### src/rtl/warp_pkg.sv
// Shared warp-table entry layout and field widths.
// No logic; types and constants only.
// No handshake of its own; used by the table's reader/writer blocks.
package warp_pkg;

    localparam int WARP_ID_W = 4;
    localparam int MASK_W    = 8;
    localparam int PC_W      = 32;
    localparam int WT_DATA_W = WARP_ID_W + MASK_W + PC_W;

    typedef struct packed {
        logic [WARP_ID_W-1:0] warp_id;
        logic [MASK_W-1:0]    mask;
        logic [PC_W-1:0]      pc;
    } warp_entry_t;

endpackage

### src/rtl/warp_skid_buf.sv
// Two-entry register FIFO; head is always the oldest entry.
// Latency: push visible at head the cycle after the push edge.
// Backpressure: pushes into a full buffer without a same-cycle pop are ignored.
module warp_skid_buf #(
    parameter int DATA_W = 44
) (
    input  logic              clk,
    input  logic              rst_n,
    input  logic              push,
    input  logic [DATA_W-1:0] push_data,
    input  logic              pop,
    output logic [DATA_W-1:0] head,
    output logic [1:0]        occupancy,
    output logic              not_empty
);

    logic [DATA_W-1:0] slot0;
    logic [DATA_W-1:0] slot1;
    logic [1:0]        occ;
    logic              do_pop;
    logic              do_push;

    assign do_pop  = pop && (occ != 2'd0);
    assign do_push = push && ((occ != 2'd2) || do_pop);

    always_ff @(posedge clk or negedge rst_n) begin
        if (!rst_n) begin
            slot0 <= '0;
            slot1 <= '0;
            occ   <= 2'd0;
        end else begin
            case ({do_push, do_pop})
                2'b10: begin
                    if (occ == 2'd0) slot0 <= push_data;
                    else             slot1 <= push_data;
                    occ <= occ + 2'd1;
                end
                2'b01: begin
                    slot0 <= slot1;
                    occ   <= occ - 2'd1;
                end
                2'b11: begin
                    // Returning entry lands behind whatever survives the pop.
                    if (occ == 2'd1) begin
                        slot0 <= push_data;
                    end else begin
                        slot0 <= slot1;
                        slot1 <= push_data;
                    end
                end
                default: ;
            endcase
        end
    end

    assign head      = slot0;
    assign occupancy = occ;
    assign not_empty = (occ != 2'd0);

endmodule

### src/rtl/warp_issue.sv
// Pops warps from warp_table into a 2-entry skid buffer and issues them to fetch; requeues yields.
// Latency: table pop in cycle N issues in cycle N+2; yield write is combinational.
// Backpressure: reads stop when buffer+in-flight reach capacity; yield_ready follows table full.
module warp_issue
    import warp_pkg::*;
#(
    parameter int DATA_W    = 44,
    parameter int BUF_DEPTH = 2
) (
    input  logic              clk,
    input  logic              rst_n,
    input  logic              halt,
    output logic              wt_read_en,
    input  logic [DATA_W-1:0] wt_read_data,
    input  logic              wt_read_valid,
    input  logic              wt_fifo_empty,
    output logic              wt_write_en,
    output logic [DATA_W-1:0] wt_write_data,
    input  logic              wt_fifo_full,
    output logic              issue_valid,
    input  logic              issue_ready,
    output logic [3:0]        issue_warp_id,
    output logic [7:0]        issue_mask,
    output logic [31:0]       issue_pc,
    input  logic              yield_valid,
    output logic              yield_ready,
    input  logic [DATA_W-1:0] yield_data
);

    localparam logic [2:0] CREDIT_LIMIT = 3'(BUF_DEPTH - 1);

    logic              inflight;
    logic [1:0]        occupancy;
    logic [2:0]        committed;
    logic              buf_push;
    logic              buf_pop;
    logic [DATA_W-1:0] head_raw;
    warp_entry_t       head_entry;

    // Slots already spoken for: buffered entries plus the one read in flight.
    assign committed  = {1'b0, occupancy} + {2'b00, inflight};

    // rst_n gating keeps combinational outputs at 0 while reset is asserted.
    assign wt_read_en = rst_n && !halt && !wt_fifo_empty && !inflight
                        && (committed <= CREDIT_LIMIT);

    always_ff @(posedge clk or negedge rst_n) begin
        if (!rst_n) inflight <= 1'b0;
        else        inflight <= wt_read_en;
    end

    // A return without wt_read_valid is dropped; inflight clears regardless.
    assign buf_push = inflight && wt_read_valid;
    assign buf_pop  = issue_valid && issue_ready;

    warp_skid_buf #(
        .DATA_W (DATA_W)
    ) u_skid (
        .clk       (clk),
        .rst_n     (rst_n),
        .push      (buf_push),
        .push_data (wt_read_data),
        .pop       (buf_pop),
        .head      (head_raw),
        .occupancy (occupancy),
        .not_empty (issue_valid)
    );

    assign head_entry    = warp_entry_t'(head_raw);
    assign issue_warp_id = head_entry.warp_id;
    assign issue_mask    = head_entry.mask;
    assign issue_pc      = head_entry.pc;

    assign yield_ready   = rst_n && !wt_fifo_full;
    assign wt_write_en   = yield_valid && yield_ready;
    assign wt_write_data = wt_write_en ? yield_data : '0;

endmodule

### config.mk
export PLATFORM = sky130hd
export DESIGN_NAME = warp_issue
export DESIGN_NICKNAME = d
export VERILOG_FILES = /design/src/rtl/warp_pkg.sv /design/src/rtl/warp_skid_buf.sv /design/src/rtl/warp_issue.sv
export SDC_FILE = /design/constraint.sdc
export NUM_CORES = 1
export LEC_CHECK = 0
export ABC_CLOCK_PERIOD_IN_PS = 5400
export BUFFER_PORTS_ARGS = -buffer_cell sky130_fd_sc_hd__buf_4
export CORE_ASPECT_RATIO = 0.7
export CORE_MARGIN = 5
export CORE_UTILIZATION = 30
export DETAILED_ROUTE_END_ITERATION = 10
export SLEW_MARGIN = 20
export SYNTH_ARGS = -nofsm -noshare
export SYNTH_HDL_FRONTEND = slang
export SYNTH_SLANG_ARGS = --single-unit
### constraint.sdc
create_clock -name clk -period 5.4 [get_ports clk]
set_input_delay 0.54 -clock clk [delete_from_list [all_inputs] [get_ports clk]]
set_output_delay 0.54 -clock clk [all_outputs]
set_load 0.01 [all_outputs]
==> qor.txt <==
Clock Sinks: 91
Post-Syn Area: 4570 µm²
H-tree levels: 3
Clock Skew: 0.0130 ns
Setup Total Neg Slack: 0 ns
Mean Syn Cell Area: 10.7 µm²
Hold Buf Count CTS: 0
Post-Synth XOR/XNOR Area: 0.192%
Highest Signal Layer: met4
Slew Limit Fails: 0
Avg WL per Cell: 18.7 µm
Metal1 wirelength: 6420 µm
Share of the synthesized area in the top cell type: 49.9%
Worst slew pin tran: 1.02 ns
Pwr Density: 479 nW/µm²
Status: finished, final reports clean
WS Path Type: flip-flop to flip-flop
# setup viols final: 0
Total power: 0.00305 W
# IOs: 188
Pre-Repair DR Iteration Count: 4
Hold Path Class: input port to async pin
FP Rows: 37
Leading area contributor after synthesis: dfrtp_1
Die ar.: 17,800 µm²
Via density: 5.22
Placed Area: 6060 µm²
Critical Path Start Type: flip-flop
Port Buffer Count: 187
Core ar.: 14,800 µm²
VDD IR max: 187 µV
Yosys warnings: 0
DRC: 0
WL final: 14,700 µm
Syn_nets: 527
Critical path fanouts, max: 44
Antenna-violating nets left: 0
Starting density of the core: 30.8%
Critical Path RT: 5.56 ns
Clock latency at the later pin of the worst-skew pair: 0.34 ns
First-pass GRT wire length: 22,600 µm
Synth cell types: 26
Clock tree buffer depth: 2
Compound-Gate Fraction of Synth Area: 11.5%
CTS resizes: 0
Minimum clock period: 2.95 ns
Multiplexer share of the synthesized area: 15.0%
Most common flop cell mapped by yosys: dfrtp_1
Post-synthesis simple-gate area fraction: 17.7%
CTS clk-pin slew, worst paths: 0.07 ns
Initial drt markers: 193
Final net count: 683
Final Hold Violating Endpoints: 0
Adder-cell share of the synthesized area: 0.822%
Layout cells sized above 1: 44.1%
Number of flops mapped to enable cells by yosys: 0
CTS buffer count: 9
WL met3: 978 µm
Dpl hpwl: 9390 µm
Max-Cap Viols: 0
Cells after Synth: 428
Initial antenna violation count: 0
Clock Tree Root: clkbuf_16
Vias in the first global route: 4,142
Post-CTS setup buffers: 0
Synth area leaders: dfrtp_1 50%, mux2_4 13%, and3_1 6.2%
GP Congestion: 0.780
# diodes: 0
Reg2Reg Depth: 5
Design Area, Final: 6360 µm²
CP Capture Type: flip-flop
RSZ-0062 raised after global routing: no
Metal2 WL: 7130 µm
Leak: 3.04 nW
Area Growth Syn to Fin: 39.3%
Final worst-path cycle share: 54.7%
Synthesized flop and latch total: 91
Largest family of logic cells by synthesized area: simple AND/OR/NAND/NOR gates
GR Overflow Total: 0
Die width: 157 µm
Asr flop ratio synth: 100%
CTS tree: done
Post-synthesis sequential area ratio: 49.9%
Die H: 113 µm
Largest net degree at the start of global routing: 61
Routed vias: 4,090
Fmax achieved: 338 MHz
CP Data Arrival Time: 3.11 ns
Total Routing Usage GR: 15.7%
Worst slew margin: 31.9%
-- final timing paths --
| check | to | startpoint | slack, ns |
|---|---|---|---|
| worst min-delay path | u_skid.slot1[36]$_DFFE_PN0P_ | rst_n | 0.17 |
| max in group asynchronous | u_skid.head[15]$_DFFE_PN0P_ | rst_n | 4.11 |
| worst max-delay path | u_skid.head[26]$_DFFE_PN0P_ | u_skid.occupancy[1]$_DFFE_PN0P_ | 2.45 |
| worst max register to register | u_skid.head[26]$_DFFE_PN0P_ | u_skid.occupancy[1]$_DFFE_PN0P_ | 2.45 |
| worst min register to register | u_skid.slot1[31]$_DFFE_PN0P_ | u_skid.slot1[31]$_DFFE_PN0P_ | 0.51 |
| min in group clk | inflight$_DFF_PN0_ | wt_fifo_empty | 0.38 |
-- cell type report --
cell class / count / area (µm²)
fill: 1423 / 8450
sequential: 91 / 2280
multi-input combinational: 287 / 2090
timing repair buffer: 192 / 1440
tap: 195 / 244
clock buffer: 10 / 229
clock inverter: 6 / 65.1
inverter: 3 / 11.3
-- logic make-up (layout without fill, tap and decap cells) --
family          count (synthesis)  count (layout)
buf+inv                        50             211
simple gates                  146             146
compound gates                 89              89
flops                          91              91
mux                            48              48
fa+ha+maj                       3               3
xor+xnor                        1               1
-- layer usage --
layer | GRT usage [%] | vias up
met5 | 0 | -
met4 | 3.95 | 0
met3 | 4.20 | 10
met2 | 25.3 | 153
met1 | 21.1 | 2029
li1 | - | 1898
-- state kept, by name (all words and copies together) (netlist names) --
register	flops
inflight	1
u_skid.occupancy	2
u_skid.slot1	44
u_skid.head	44
-- per-stage QoR --
step	util [%]	setup slack, ns	instances	hold WS [ns]
after floorplan	-	3.40	428	0.244
after global placement	40.9	2.50	768	0.489
after detailed placement	40.9	2.37	768	0.491
after CTS	42.9	2.37	784	0.183
after global routing	42.9	2.21	784	0.199
final	42.9	2.45	784	0.173
-- cell usage after synthesis (2+ instances only) --
cell type and n:
ha_1 3, nand2b_1 2, buf_6 4, and2_1 2
nand3_1 45, mux2_4 40, inv_1 3, mux2_2 5
mux2i_1 3, nor3_1 44, clkbuf_1 35, o21ai_0 44
and3_1 45, nor2b_1 2, dfrtp_1 91, a31oi_1 44
buf_2 7
-- report_power, final --
| part | switching (W) | internal [W] | total [W] |
|---|---|---|---|
| Clock | 0.000270 | 0.000360 | 0.000630 |
| Sequential | 0.000201 | 0.00101 | 0.00121 |
| Combinational | 0.000555 | 0.000653 | 0.00121 |
| Total | 0.00103 | 0.00202 | 0.00305 |
-- layout by cell type, fill, tap and decap left out, types with 2 or more instances in the layout --
cell | netlist | routed
mux2_2 | 5 | 5
mux2i_1 | 3 | 3
buf_4 | 0 | 192
mux2_4 | 40 | 40
a31oi_1 | 44 | 44
o21ai_0 | 44 | 44
nand3_1 | 45 | 44
dfrtp_1 | 91 | 91
and3_1 | 45 | 45
clkbuf_16 | 0 | 9
and2_1 | 2 | 2
inv_1 | 3 | 3
clkinv_2 | 0 | 2
nor2b_4 | 0 | 2
ha_1 | 3 | 3
nor3_1 | 44 | 44
-- worst max-delay path, stage by stage (launching register included) --
cell,delay (ns)
dfrtp_1,0.41
inv_1,0.09
ha_1,0.29
nor2b_4,0.82
or2_2,0.94
a31oi_1,0.20
No activity file was read; power rests on OpenSTA's default activity.
